**src/rtl/sram_test_sequencer_if.sv**
```systemverilog
// Request port between the SRAM self-test sequencer and the SRAM controller.
// The sequencer is the sole master; the controller is the slave.
interface sram_test_sequencer_if #(
  parameter int ADDR_W = 19,
  parameter int DATA_W = 8
) ();
  logic              start;
  logic              rw;
  logic [ADDR_W-1:0] addr;
  logic [DATA_W-1:0] wdata;
  logic [DATA_W-1:0] rdata;
  logic              data_ready;
  logic              busy;

  modport master (
    output start, rw, addr, wdata,
    input  rdata, data_ready, busy
  );

  modport slave (
    input  start, rw, addr, wdata,
    output rdata, data_ready, busy
  );
endinterface

```
**src/rtl/sram_test_sequencer.sv**
```systemverilog
// SRAM self-test sequencer: writes a pattern to addresses 0..LAST_ADDR, reads
// them back and compares, reporting pass/fail, a saturating error count, the
// first failing address/data and a per-access handshake timeout.
//
// state    | meaning
// IDLE     | waiting for start; results of the last run held
// WR_ISSUE | ctrl.start high for one cycle, write request on the bus
// WR_WAIT  | waiting for controller busy to rise then fall
// RD_ISSUE | ctrl.start high for one cycle, read request on the bus
// RD_WAIT  | waiting for busy rise/fall and data_ready; compare read data
// FINISH   | done pulse; pass/timeout valid
module sram_test_sequencer #(
  parameter int                ADDR_W    = 19,
  parameter int                DATA_W    = 8,
  parameter logic [ADDR_W-1:0] LAST_ADDR = ADDR_W'('h7FFFF),
  parameter int                TIMEOUT   = 15,
  parameter int                ERR_W     = 16
) (
  input  logic                 clk,
  input  logic                 rst_n,
  input  logic                 start,
  input  logic [1:0]           pattern_sel,
  output logic                 busy,
  output logic                 done,
  output logic                 pass,
  output logic                 timeout,
  output logic [ERR_W-1:0]     err_count,
  output logic [ADDR_W-1:0]    first_err_addr,
  output logic [DATA_W-1:0]    first_err_data,
  sram_test_sequencer_if.master ctrl
);

  localparam int CNT_W = $clog2(TIMEOUT + 1);

  typedef enum logic [2:0] {
    IDLE,
    WR_ISSUE,
    WR_WAIT,
    RD_ISSUE,
    RD_WAIT,
    FINISH
  } state_t;

  state_t            state;
  logic [1:0]        pat_sel;
  logic [CNT_W-1:0]  cnt;
  logic              seen_busy;
  logic              seen_ready;

  logic [DATA_W-1:0] exp_data;
  logic [ADDR_W-1:0] addr_inc;
  logic              last_addr;
  logic              busy_fell;
  logic              mismatch;
  logic              cnt_expired;
  logic [ERR_W-1:0]  err_next;

  function automatic logic [DATA_W-1:0] pattern_of(input logic [1:0] sel,
                                                   input logic [7:0] a);
    logic [DATA_W-1:0] p;
    case (sel)
      2'd0:    p = DATA_W'(8'h55);
      2'd1:    p = DATA_W'(8'hAA);
      2'd2:    p = DATA_W'(a);
      default: p = DATA_W'(~a);
    endcase
    return p;
  endfunction

  assign exp_data    = pattern_of(pat_sel, ctrl.addr[7:0]);
  assign addr_inc    = ctrl.addr + ADDR_W'(1);
  assign last_addr   = (ctrl.addr == LAST_ADDR);
  // An access is complete only once busy has been seen high and is now low.
  assign busy_fell   = seen_busy && !ctrl.busy;
  // Only the first data_ready of a read is compared.
  assign mismatch    = (state == RD_WAIT) && ctrl.data_ready && !seen_ready &&
                       (ctrl.rdata != exp_data);
  assign cnt_expired = (cnt == CNT_W'(TIMEOUT - 1));
  assign err_next    = (mismatch && (err_count != '1)) ? err_count + ERR_W'(1)
                                                       : err_count;

  // Test sequencing FSM; all outputs registered.
  always_ff @(posedge clk or negedge rst_n) begin
    if (!rst_n) begin
      state          <= IDLE;
      pat_sel        <= 2'd0;
      cnt            <= '0;
      seen_busy      <= 1'b0;
      seen_ready     <= 1'b0;
      busy           <= 1'b0;
      done           <= 1'b0;
      pass           <= 1'b0;
      timeout        <= 1'b0;
      err_count      <= '0;
      first_err_addr <= '0;
      first_err_data <= '0;
      ctrl.start     <= 1'b0;
      ctrl.rw        <= 1'b1;
      ctrl.addr      <= '0;
      ctrl.wdata     <= '0;
    end else begin
      ctrl.start <= 1'b0;
      done       <= 1'b0;
      case (state)
        IDLE: begin
          if (start) begin
            pat_sel        <= pattern_sel;
            err_count      <= '0;
            first_err_addr <= '0;
            first_err_data <= '0;
            timeout        <= 1'b0;
            pass           <= 1'b0;
            busy           <= 1'b1;
            ctrl.rw        <= 1'b0;
            ctrl.addr      <= '0;
            ctrl.wdata     <= pattern_of(pattern_sel, 8'h00);
            ctrl.start     <= 1'b1;
            cnt            <= '0;
            state          <= WR_ISSUE;
          end
        end
        WR_ISSUE: begin
          seen_busy <= 1'b0;
          cnt       <= cnt + CNT_W'(1);
          state     <= WR_WAIT;
        end
        WR_WAIT: begin
          if (ctrl.busy) seen_busy <= 1'b1;
          cnt <= cnt + CNT_W'(1);
          if (busy_fell) begin
            cnt        <= '0;
            ctrl.start <= 1'b1;
            if (last_addr) begin
              ctrl.addr <= '0;
              ctrl.rw   <= 1'b1;
              state     <= RD_ISSUE;
            end else begin
              ctrl.addr  <= addr_inc;
              ctrl.wdata <= pattern_of(pat_sel, addr_inc[7:0]);
              state      <= WR_ISSUE;
            end
          end else if (cnt_expired) begin
            timeout <= 1'b1;
            pass    <= 1'b0;
            busy    <= 1'b0;
            done    <= 1'b1;
            state   <= FINISH;
          end
        end
        RD_ISSUE: begin
          seen_busy  <= 1'b0;
          seen_ready <= 1'b0;
          cnt        <= cnt + CNT_W'(1);
          state      <= RD_WAIT;
        end
        RD_WAIT: begin
          if (ctrl.busy) seen_busy <= 1'b1;
          if (ctrl.data_ready) seen_ready <= 1'b1;
          cnt       <= cnt + CNT_W'(1);
          err_count <= err_next;
          // A zero count means no earlier mismatch; saturation never returns it to zero.
          if (mismatch && (err_count == '0)) begin
            first_err_addr <= ctrl.addr;
            first_err_data <= ctrl.rdata;
          end
          if (busy_fell && (seen_ready || ctrl.data_ready)) begin
            if (last_addr) begin
              pass  <= (err_next == '0);
              busy  <= 1'b0;
              done  <= 1'b1;
              state <= FINISH;
            end else begin
              cnt        <= '0;
              ctrl.addr  <= addr_inc;
              ctrl.start <= 1'b1;
              state      <= RD_ISSUE;
            end
          end else if (cnt_expired) begin
            timeout <= 1'b1;
            pass    <= 1'b0;
            busy    <= 1'b0;
            done    <= 1'b1;
            state   <= FINISH;
          end
        end
        FINISH: begin
          state <= IDLE;
        end
        default: begin
          state <= IDLE;
        end
      endcase
    end
  end

endmodule
```
**src/flat_wrapper.sv**
```systemverilog
// flat-port wrapper written by rule: the top's interface ports become plain ports
module sram_test_sequencer_flat 
#(
  parameter int                ADDR_W    = 19,
  parameter int                DATA_W    = 8,
  parameter logic [ADDR_W-1:0] LAST_ADDR = ADDR_W'('h7FFFF),
  parameter int                TIMEOUT   = 15,
  parameter int                ERR_W     = 16
)
  (clk, rst_n, start, pattern_sel, busy, done, pass, timeout, err_count, first_err_addr, first_err_data, ctrl_start, ctrl_rw, ctrl_addr, ctrl_wdata, ctrl_rdata, ctrl_data_ready, ctrl_busy);
  sram_test_sequencer_if #(.ADDR_W(ADDR_W), .DATA_W(DATA_W)) ctrl_i ();
  input  logic clk;
  input  logic rst_n;
  input  logic start;
  input  logic [1:0] pattern_sel;
  output logic busy;
  output logic done;
  output logic pass;
  output logic timeout;
  output logic [ERR_W-1:0] err_count;
  output logic [ADDR_W-1:0] first_err_addr;
  output logic [DATA_W-1:0] first_err_data;
  output wire logic [$bits(ctrl_i.start)-1:0] ctrl_start;
  output wire logic [$bits(ctrl_i.rw)-1:0] ctrl_rw;
  output wire logic [$bits(ctrl_i.addr)-1:0] ctrl_addr;
  output wire logic [$bits(ctrl_i.wdata)-1:0] ctrl_wdata;
  input wire logic [$bits(ctrl_i.rdata)-1:0] ctrl_rdata;
  input wire logic [$bits(ctrl_i.data_ready)-1:0] ctrl_data_ready;
  input wire logic [$bits(ctrl_i.busy)-1:0] ctrl_busy;
  assign ctrl_start = ctrl_i.start;
  assign ctrl_rw = ctrl_i.rw;
  assign ctrl_addr = ctrl_i.addr;
  assign ctrl_wdata = ctrl_i.wdata;
  assign ctrl_i.rdata = ctrl_rdata;
  assign ctrl_i.data_ready = ctrl_data_ready;
  assign ctrl_i.busy = ctrl_busy;
  sram_test_sequencer #(.ADDR_W(ADDR_W), .DATA_W(DATA_W), .LAST_ADDR(LAST_ADDR), .TIMEOUT(TIMEOUT), .ERR_W(ERR_W)) u_core (.clk(clk), .rst_n(rst_n), .start(start), .pattern_sel(pattern_sel), .busy(busy), .done(done), .pass(pass), .timeout(timeout), .err_count(err_count), .first_err_addr(first_err_addr), .first_err_data(first_err_data), .ctrl(ctrl_i));
endmodule
```
**config.mk**
```make
export PLATFORM = sky130hd
export DESIGN_NAME = sram_test_sequencer_flat
export DESIGN_NICKNAME = d
export VERILOG_FILES = /design/src/rtl/sram_test_sequencer_if.sv /design/src/rtl/sram_test_sequencer.sv /design/src/flat_wrapper.sv
export SDC_FILE = /design/constraint.sdc
export NUM_CORES = 1
export LEC_CHECK = 0
export ABC_AREA = 1
export CORE_UTILIZATION = 45
export DETAILED_ROUTE_END_ITERATION = 8
export PLACE_DENSITY = 0.77
export SYNTH_ARGS = -nofsm -noshare
export SYNTH_HDL_FRONTEND = slang
export SYNTH_SLANG_ARGS = --single-unit
```
**constraint.sdc**
```tcl
create_clock -name clk -period 2.6 [get_ports clk]
set_input_delay 0.78 -clock clk [delete_from_list [all_inputs] [get_ports clk]]
set_output_delay 0.78 -clock clk [all_outputs]
set_load 0.01 [all_outputs]
```
==> results of run 1 <==
-- report_power, final --
| part | leakage, nW | switching (mW) | internal, mW |
|---|---|---|---|
| Sequential | 1.16 | 0.233 | 1.57 |
| Clock | 0.140 | 0.521 | 0.717 |
| Combinational | 2.06 | 1.23 | 0.846 |
-- synthesized netlist by cell type, types with 2 or more instances --
master and number:
a21oi_1 18, a22o_1 4, a31oi_1 8, buf_2 9
buf_6 6, clkbuf_1 8, dfrtp_1 86, ha_1 7
inv_1 67, inv_2 13, nand2_1 184, nand2_2 3
nand2_4 2, nand3_1 35, nand3_2 2, nand3_4 2
nand3b_1 2, nand4_1 28, nor2_1 46, nor2_2 5
nor2_4 4, nor3_1 16, nor3_2 3, nor4_1 3
o211ai_1 3, o21a_1 2, o21ai_0 44, o21ai_1 2
o31ai_1 24, xor2_1 16
-- layout make-up --
| type | count | area (um2) | area share (%) |
|---|---|---|---|
| Multi-Input combinational cell | 474 | 2550 | 36.4 |
| Sequential cell | 87 | 2180 | 31.1 |
| Timing Repair Buffer | 155 | 1500 | 21.4 |
| Inverter | 82 | 313 | 4.47 |
| Clock buffer | 12 | 267 | 3.81 |
| Tap cell | 140 | 175 | 2.50 |
| Clock inverter | 3 | 17.5 | 0.250 |
-- logic make-up after synthesis --
kind of cell,Yosys count
and+or+nand+nor,339
AOI/OAI and AO/OA,110
buffers and inverters,106
DFF,87
xor gates and xnor gates,17
adders and majority gates,7
-- registers in the layout, summed over array words and instances, names as in the netlist --
register,cells
u_core.pass,1
u_core.pat_sel,2
u_core.first_err_addr,19
u_core.seen_busy,1
u_core.ctrl.wdata,8
u_core.seen_ready,1
u_core.busy,1
u_core.cnt,4
u_core.state,3
u_core.timeout,1
u_core.err_count,16
u_core.ctrl.addr,19
u_core.ctrl.rw,1
u_core.done,1
u_core.ctrl.start,1
u_core.first_err_data,8
-- worst min-delay path by stage --
stage | endpoint | startpoint | slack, ns | depth (start not counted)
6_report | u_core.first_err_addr[11] | rst_n | 0.36 | 1
5_1_grt | u_core.ctrl.addr[11] | rst_n | 0.39 | 1
3_3_place_gp | u_core.ctrl.rw | u_core.ctrl.rw | 0.46 | 2
3_5_place_dp | u_core.ctrl.rw | u_core.ctrl.rw | 0.47 | 2
4_1_cts | u_core.first_err_addr[11] | rst_n | 0.37 | 1
2_1_floorplan | u_core.ctrl.rw | u_core.ctrl.rw | 0.47 | 2
-- metal layers --
metal	GRT usage [%]	up-vias
li1	-	2503
met1	36.0	2456
met2	43.2	217
met3	3.86	37
met4	12.7	0
met5	0	-
-- per-stage QoR --
| stage | utilization (%) | setup TNS, ns |
|---|---|---|
| 5_1_grt | 64.0 | 0 |
| 6_report | 64.0 | 0 |
| 3_3_place_gp | 59.3 | -3.71 |
| 2_1_floorplan | - | 0 |
| 4_1_cts | 62.4 | 0 |
| 3_5_place_dp | 59.3 | -6.22 |
-- repair_timing --
item / 4_1_cts / 5_1_grt
gates cloned: 1 / 2
resized for setup: 1 / 30
pin swaps: 1 / 22
buffers inserted: 2 / 7
setup endpoints to repair: 1 / 10
==> run_results.csv, run 1 <==
group,metric,value,unit
status,run_status,"finished clean",
timing,final-setup-viol-count,0,
routing,post_drt_wl_per_cell,15.8,um
flow_run,timing.max_cap.violations,0,
layout,layout.cells.most_common_list,"nand2_1, dfrtp_1, clkdlybuf4s50_1",
power,power.density,731,mW/mm2
timing,worst_clock_skew,0.00472,ns
yosys,combinational_family_with_the_most_area_after_synthesis,"simple AND/OR/NAND/NOR gates",
yosys,asyncSetResetFlopFracSynth,100,%
placed_design,gp_congestion,0.962,
clock_network,clockBufferDepth,2,
grt,grt_antenna_before_repair,0,
critical_path,worstSetupPathDepth,17,
critical_path,worst_r2r_endpoint,"u_core.pass",
power,post-layout-total-power,5.12,mW
layout,insertedDiodeCount,0,
layout,area_growth,37.0,%
floorplanning,floorplan.die.width,109,um
placed_design,detailed_place.area,0.00648,mm2
clock_network,clk_root_buffer_cell,"clkbuf_16",
timing,post-route-period-util,93.9,%
floorplanning,boundary_pins,91,
routing,num_vias,5213,
timing,setup_ws,0.158,ns
yosys,synth_compound_gate_area_share,13.0,%
routing,drt-pass1-iter-count,7,
yosys,proportion_of_synthesized_chip_area_in_sequential_cells,42.6,%
critical_path,critPathLaunchType,"input pin",
grt,overflow,0,
routing,detailedRoute.firstIterationViolations,351,
layout,stdcell_count,953,
yosys,synth_area_leaders,"dfrtp_1, nand2_1, inv_1",
routing,met3_wirelength,870,um
floorplanning,core_area,0.0109,mm2
timing,maxSlewHeadroom,59.3,%
grt,wire_length_of_the_first_global_routing_pass,24.5,mm
floorplanning,dieArea,0.0118,mm2
yosys,synth_top_flop_cell,"dfrtp_1",
clock_network,number_of_h_tree_levels,3,
layout,fillCellCount,950,
power,power_leakage,3.36,nW
yosys,post_synth_mux_area_share,0,%
yosys,synth_warnings,0,
clock_network,cts_tree,"yes",
routing,ant_nets,0,
routing,routed_wl,15.1,mm
min_path,hp-class,"in2async",
yosys,synth_fa_ha_area_share,1.71,%
placed_design,dp_cell_count,926,
critical_path,critical_path.top_delay_family,"simple AND/OR/NAND/NOR gates",
critical_path,crit_path_frequent_cell,"nand2_1",
placed_design,final_hpwl_from_detailed_placement,11.0,mm
critical_path,ff2ff_path_depth,19,
placed_design,detailedPlace.worstSlack,-0.358,ns
critical_path,max_stage_delay,0.42,ns
layout,finalInstanceArea,0.00700,mm2
clock_network,clk_pin_slew,0.06,ns
yosys,yosys.area_share.simple,30.7,%
grt,grt_pass1_vias,5075,
timing,finalMaxSlewViolations,0,
yosys,mappedNetlistArea,0.00511,mm2
clock_network,cts_buffer_count,9,
critical_path,crit-reg2reg-launch,"u_core.pat_sel[0]",
timing,finalHoldViolCount,0,
timing,max_freq,409,MHz
timing,period_needed,2.44,ns
clock_network,holdBufCountCts,0,
yosys,synth_xor_area_share,2.91,%
critical_path,critPathSlowestCell,"clkdlybuf4s50_1",
routing,topRoutingLayerUsed,"met4",
critical_path,path_cells,"clkdlybuf4s50_1 -> inv_1 -> nand3_1 -> nand2_1 -> nor2_4 -> nand3_4 -> buf_12 -> nand3_4 -> nand2_2 -> nand2_2 -> nor2_2 -> nand2_1 -> nor2_1 -> nand2_1 -> nand2_1 -> nand2_2 -> a21oi_2",
yosys,ys_seq_elements,87,
floorplanning,die_y,109,um
placed_design,port_buffers,90,
routing,m1WireLength,6.61,mm
yosys,netlist-cell-type-count,44,
clock_network,cts_num_sinks,87,
yosys,post-synth-top-area-fraction,42.1,%
layout,finish.net_count,831,
routing,detail_route.vias_per_cell,5.47,
routing,drt_drc_violations_left,0,
yosys,synthesis.instances,666,
critical_path,ff2ff_setup_slack,0.22,ns
clock_network,worst_skew_late_latency,0.34,ns
critical_path,worstSetupStartpoint,"ctrl_rdata[2]",
critical_path,timing.critical_path.fanout_max,8,
critical_path,timing_worst_setup_path_type,"in2reg",
timing,finalHoldWorstSlack,0.363,ns
power,ir_worst_vdd,0.478,mV
critical_path,crit_path_required_time,2.87,ns
layout,mostFrequentLayoutCell,"nand2_1",
yosys,synth.largest_area_cell,"dfrtp_1",
critical_path,worstPathBufferInverterCount,3,
routing,dr_wl_met2,7.15,mm
floorplanning,rows,38,
timing,rsz0062_at_grt,"false",
timing,tightest_slew,0.604,ns
grt,globalRouteTotalUtil,27.0,%
yosys,number_of_flops_mapped_to_enable_cells_by_yosys,0,
floorplanning,start_util,46.8,%
yosys,synthesis.nets,688,
critical_path,critPathCapture,"u_core.pass",
layout,share_of_cells_above_drive_strength_1,17.6,%
grt,grt_start_max_net_pins,30,
critical_path,cp_data_arrival_time,2.72,ns
yosys,avgSynthCellArea,7.68,um2
critical_path,critical_path_end_type,"flop",
(Power assumes the default switching activity.)
==> run 2: changes to the inputs <==
PLACE_DENSITY = 0.7   (was 0.77)
SLEW_MARGIN = 20   (was not set)
==> run_results.csv, run 2 (synthesized netlist as in run 1, its figures left out) <==
group,metric,value,unit
timing,maxSlewHeadroom,57.1,%
critical_path,worstPathBufferInverterCount,2,
layout,registers_with_the_most_flip_flops,"u_core.ctrl.addr (19), u_core.first_err_addr (19), u_core.err_count (16)",
critical_path,timing_worst_setup_path_type,"reg2reg",
clock_network,cts_buffer_count,9,
critical_path,ff2ff_setup_slack,0.17,ns
timing,worst_clock_skew,0.00845,ns
critical_path,critPathSlowestCell,"dfrtp_1",
timing,max_freq,412,MHz
routing,detailedRoute.firstIterationViolations,346,
timing,tightest_slew,0.637,ns
timing,period_needed,2.43,ns
clock_network,cts_num_sinks,87,
placed_design,dp_cell_count,927,
clock_network,cts_tree,"yes",
floorplanning,start_util,46.8,%
critical_path,cp_data_arrival_time,2.70,ns
clock_network,clk_root_buffer_cell,"clkbuf_16",
critical_path,ff2ff_path_depth,17,
routing,detail_route.vias_per_cell,5.48,
clock_network,clk_pin_slew,0.07,ns
grt,wire_length_of_the_first_global_routing_pass,24.6,mm
timing,finalMaxSlewViolations,0,
grt,grt_start_max_net_pins,65,
critical_path,critical_path.top_delay_family,"simple AND/OR/NAND/NOR gates",
routing,num_vias,5182,
timing,post-route-period-util,93.5,%
critical_path,crit_path_required_time,2.87,ns
layout,area_growth,34.4,%
routing,post_drt_wl_per_cell,15.7,um
layout,stdcell_count,946,
grt,gr-usage-met1,37.1,%
floorplanning,core_area,0.0109,mm2
floorplanning,boundary_pins,91,
grt,use_met3,3.92,%
critical_path,crit_path_frequent_cell,"nand2_1",
min_path,hp-class,"in2async",
layout,finish.net_count,823,
layout,share_of_cells_above_drive_strength_1,15.3,%
layout,insertedDiodeCount,0,
grt,grt.busiest_layer,"met2",
clock_network,holdBufCountCts,0,
layout,layout.cells.most_common_list,"nand2_1, dfrtp_1, clkdlybuf4s50_1",
critical_path,max_stage_delay,0.59,ns
timing,rsz0062_at_grt,"false",
layout,mostFrequentLayoutCell,"nand2_1",
placed_design,final_hpwl_from_detailed_placement,11.1,mm
timing,final-setup-viol-count,0,
routing,routed_wl,14.8,mm
floorplanning,die_y,109,um
floorplanning,rows,38,
flow_run,timing.max_cap.violations,0,
critical_path,worst_r2r_endpoint,"u_core.pass",
status,run_status,"finished clean",
timing,setup_tns,0,ns
power,ir_worst_vdd,0.503,mV
critical_path,path_cells,"inv_2 -> nand2_4 -> nand3_1 -> nand3b_1 -> nand2_1 -> nor2_2 -> nand3_4 -> buf_6 -> nand4_1 -> nand2_1 -> nor2_1 -> nand2_1 -> nor2_1 -> nand2_1 -> nand2_1 -> nand2_2 -> a21oi_2",
critical_path,crit-reg2reg-launch,"u_core.pat_sel[1]",
floorplanning,dieArea,0.0118,mm2
critical_path,timing.critical_path.fanout_max,9,
critical_path,worstSetupPathDepth,17,
routing,drt_drc_violations_left,0,
critical_path,critPathLaunchType,"flop",
layout,fillCellCount,1008,
power,power.density,751,mW/mm2
clock_network,clockBufferDepth,2,
power,power_leakage,3.29,nW
grt,grt_pass1_vias,4931,
grt,globalRouteTotalUtil,27.0,%
grt,grt_antenna_before_repair,0,
clock_network,number_of_h_tree_levels,3,
placed_design,port_buffers,90,
placed_design,gp_congestion,0.895,
routing,ant_nets,0,
critical_path,critical_path_end_type,"flop",
routing,drt-pass1-iter-count,5,
grt,groute.layer.met2.usage,43.3,%
floorplanning,floorplan.die.width,109,um
grt,overflow,0,
clock_network,worst_skew_late_latency,0.34,ns
timing,finalHoldViolCount,0,
run 2: cell count changes in the layout (fill, tap and decap cells not counted), sizes merged:
cell	before	now
clkinv	3	1
buf	64	58
bufinv	0	1
clkdlybuf4s50	82	81
clkbuf	14	12
clkinvlp	1	2
inv	81	82
dlymetal6s2s	7	8
run 2: through the flow:
stage	hold slack (ns)	instance area, um2	power (mW)	util [%]	worst slack [ns]
after floorplan	0.474	5110	3.04	-	0.387
after global placement	0.460	6480	3.76	59.2	-0.304
after detailed placement	0.463	6480	3.82	59.2	-0.327
after CTS	0.335	6780	5.16	62.0	0.0354
after global routing	0.350	6870	5.49	62.8	0.00341
final	0.334	6870	5.16	62.8	0.170
run 2: timing repair:
action                                  CTS  global route
resized for setup                         0            26
endpoints found under the setup margin    0             5
buffers inserted                          0             1
run 2: area by class of cell:
class,instances,area [um2],share of cell area [%]
clock inverters,4,53.8,0.783
well taps,140,175,2.55
clock buffers,12,246,3.59
repair buffers,147,1380,20.1
multi-input cells,474,2520,36.7
inverters,82,313,4.55
flip-flops and latches,87,2180,31.7
run 2: layer usage:
layer | routed length [um] | vias to the layer above
li1 | - | 2474
met1 | 6520 | 2495
met2 | 7120 | 193
met3 | 933 | 20
met4 | 265 | 0
met5 | 0 | -
run 2: how the worst max path moves through the flow:
| stage | startpoint | endpoint | slack [ns] |
|---|---|---|---|
| 2_1_floorplan | ctrl_busy | u_core.ctrl.addr[17] | 0.39 |
| 3_3_place_gp | ctrl_rdata[5] | u_core.pass | -0.30 |
| 3_5_place_dp | ctrl_rdata[7] | u_core.pass | -0.33 |
| 4_1_cts | ctrl_rdata[7] | u_core.pass | 0.04 |
| 5_1_grt | u_core.pat_sel[1] | u_core.pass | 0.003 |
| 6_report | u_core.pat_sel[1] | u_core.pass | 0.17 |
run 2: report_power, final:
group / internal (mW) / switching [mW]
Clock: 0.776 / 0.549
Combinational: 0.810 / 1.25
Sequential: 1.57 / 0.210
Total: 3.15 / 2.01
==> run 3: changes to the inputs <==
SETUP_SLACK_MARGIN = 0.4   (was not set)
==> run_results.csv, run 3 (synthesized netlist as in run 1, its figures left out) <==
group,metric,value,unit
floorplanning,start_util,46.8,%
timing,maxSlewHeadroom,57.8,%
critical_path,critical_path_end_type,"flop",
status,run_status,"finished clean",
layout,mostFrequentLayoutCell,"nand2_1",
placed_design,detailed_place.area,0.00653,mm2
routing,drt-pass1-iter-count,6,
routing,detail_route.vias_per_cell,5.45,
placed_design,gp_congestion,0.896,
clock_network,clk_root_buffer_cell,"clkbuf_16",
critical_path,path_cells,"buf_6 -> buf_12 -> nand2_4 -> nand3_2 -> nand2_2 -> inv_2 -> nand2_2 -> nor2_4 -> nand3_4 -> buf_6 -> nand3_4 -> nand2_2 -> nand2_2 -> nor2_1 -> nand2_1 -> nor2_2 -> nand2_1 -> nand2_1 -> nand2_1 -> a21oi_2",
timing,worst_clock_skew,0.0117,ns
layout,registers_with_the_most_flip_flops,"u_core.ctrl.addr (19), u_core.first_err_addr (19), u_core.err_count (16)",
timing,period_needed,2.39,ns
routing,detailedRoute.firstIterationViolations,384,
grt,grt_antenna_before_repair,0,
layout,area_growth,47.5,%
min_path,hp-class,"in2async",
layout,finish.net_count,879,
timing,setup_ws,0.210,ns
clock_network,clk_pin_slew,0.08,ns
critical_path,cp_data_arrival_time,2.67,ns
timing,final-setup-viol-count,0,
floorplanning,floorplan.die.width,109,um
routing,drt_drc_violations_left,0,
power,post-layout-total-power,5.55,mW
grt,grt_pass1_vias,5089,
grt,wire_length_of_the_first_global_routing_pass,25.3,mm
critical_path,critPathLaunchType,"flop",
floorplanning,boundary_pins,91,
floorplanning,die_y,109,um
grt,globalRouteTotalUtil,28.0,%
placed_design,detailedPlace.worstSlack,-0.310,ns
timing,finalHoldViolCount,0,
critical_path,max_stage_delay,0.47,ns
flow_run,timing.max_cap.violations,0,
timing,finalHoldWorstSlack,0.435,ns
layout,insertedDiodeCount,0,
clock_network,cts_buffer_count,9,
floorplanning,dieArea,0.0118,mm2
timing,finalMaxSlewViolations,0,
placed_design,port_buffers,90,
clock_network,cts_num_sinks,87,
floorplanning,core_area,0.0109,mm2
power,power.density,735,mW/mm2
placed_design,final_hpwl_from_detailed_placement,10.7,mm
timing,post-route-period-util,91.9,%
timing,rsz0062_at_grt,"true",
grt,grt_start_max_net_pins,48,
critical_path,timing_worst_setup_path_type,"reg2reg",
clock_network,worst_skew_late_latency,0.35,ns
layout,layout.cells.most_common_list,"nand2_1, buf_4, dfrtp_1",
critical_path,critPathSlowestCell,"dfrtp_2",
layout,finalInstanceArea,0.00754,mm2
critical_path,crit_path_required_time,2.88,ns
timing,tightest_slew,0.633,ns
routing,post_drt_wl_per_cell,16.2,um
grt,overflow,0,
timing,max_freq,418,MHz
critical_path,timing.critical_path.fanout_max,8,
clock_network,cts_tree,"yes",
floorplanning,rows,38,
layout,share_of_cells_above_drive_strength_1,25.5,%
power,ir_worst_vdd,0.540,mV
clock_network,number_of_h_tree_levels,3,
routing,num_vias,5459,
power,power_leakage,3.69,nW
clock_network,clockBufferDepth,2,
routing,ant_nets,0,
routing,routed_wl,16.2,mm
run 3: path summary, 6_finish.rpt:
check	cells after the start	slack [ns]	to	startpoint
setup / recovery	20	0.21	u_core.pass	u_core.pat_sel[0]
hold / removal	1	0.43	u_core.first_err_addr[13]	rst_n
setup reg to reg	20	0.21	u_core.pass	u_core.pat_sel[0]
hold reg to reg	2	0.47	u_core.ctrl.rw	u_core.ctrl.rw
max in group asynchronous	2	1.50	u_core.ctrl.addr[8]	rst_n
min in group clk	2	0.47	u_core.ctrl.rw	u_core.ctrl.rw
run 3: repair_timing:
item                                   4_1_cts  5_1_grt
endpoints found under the hold margin        0        0
setup buffers                               34       20
cloned                                       3        0
pin swaps                                   26       36
gates resized for setup                     40       62
setup endpoints to repair                   55       77
hold buffers                                 0        0
run 3: per-stage QoR:
step	TNS (ns)	instances	util (%)
3_3_place_gp	-2.77	929	59.7
6_report	0	1002	69.0
4_1_cts	0	982	65.8
3_5_place_dp	-4.55	929	59.7
2_1_floorplan	0	666	-
5_1_grt	0	1002	69.0
run 3: where the power goes:
group          leakage (nW)  internal [mW]  switching, mW
Combinational          2.39           1.06           1.43
Clock                 0.139          0.667          0.605
Sequential             1.15           1.57          0.208
run 3: worst max-delay path: cells and delay by family (launching register included):
kind            cells  cell delay (ns)
simple gates       15             1.27
buf+inv             4             0.46
flops               1             0.47
compound gates      1             0.10
run 3: layout make-up:
type	count	area, um2
clock buffers	9	225
clock inverters	7	58.8
fillers	851	3390
inverters	82	320
multi-input cells	474	2700
flip-flops and latches	87	2190
well taps	140	175
repair buffers	203	1870
run 3: layer usage:
metal	GRT usage [%]	part of all wire, %	vias up
li1	-	-	2589
met1	38.1	43	2594
met2	45.3	48	237
met3	4.04	6.2	39
met4	9.75	2.9	0
met5	0	0	-
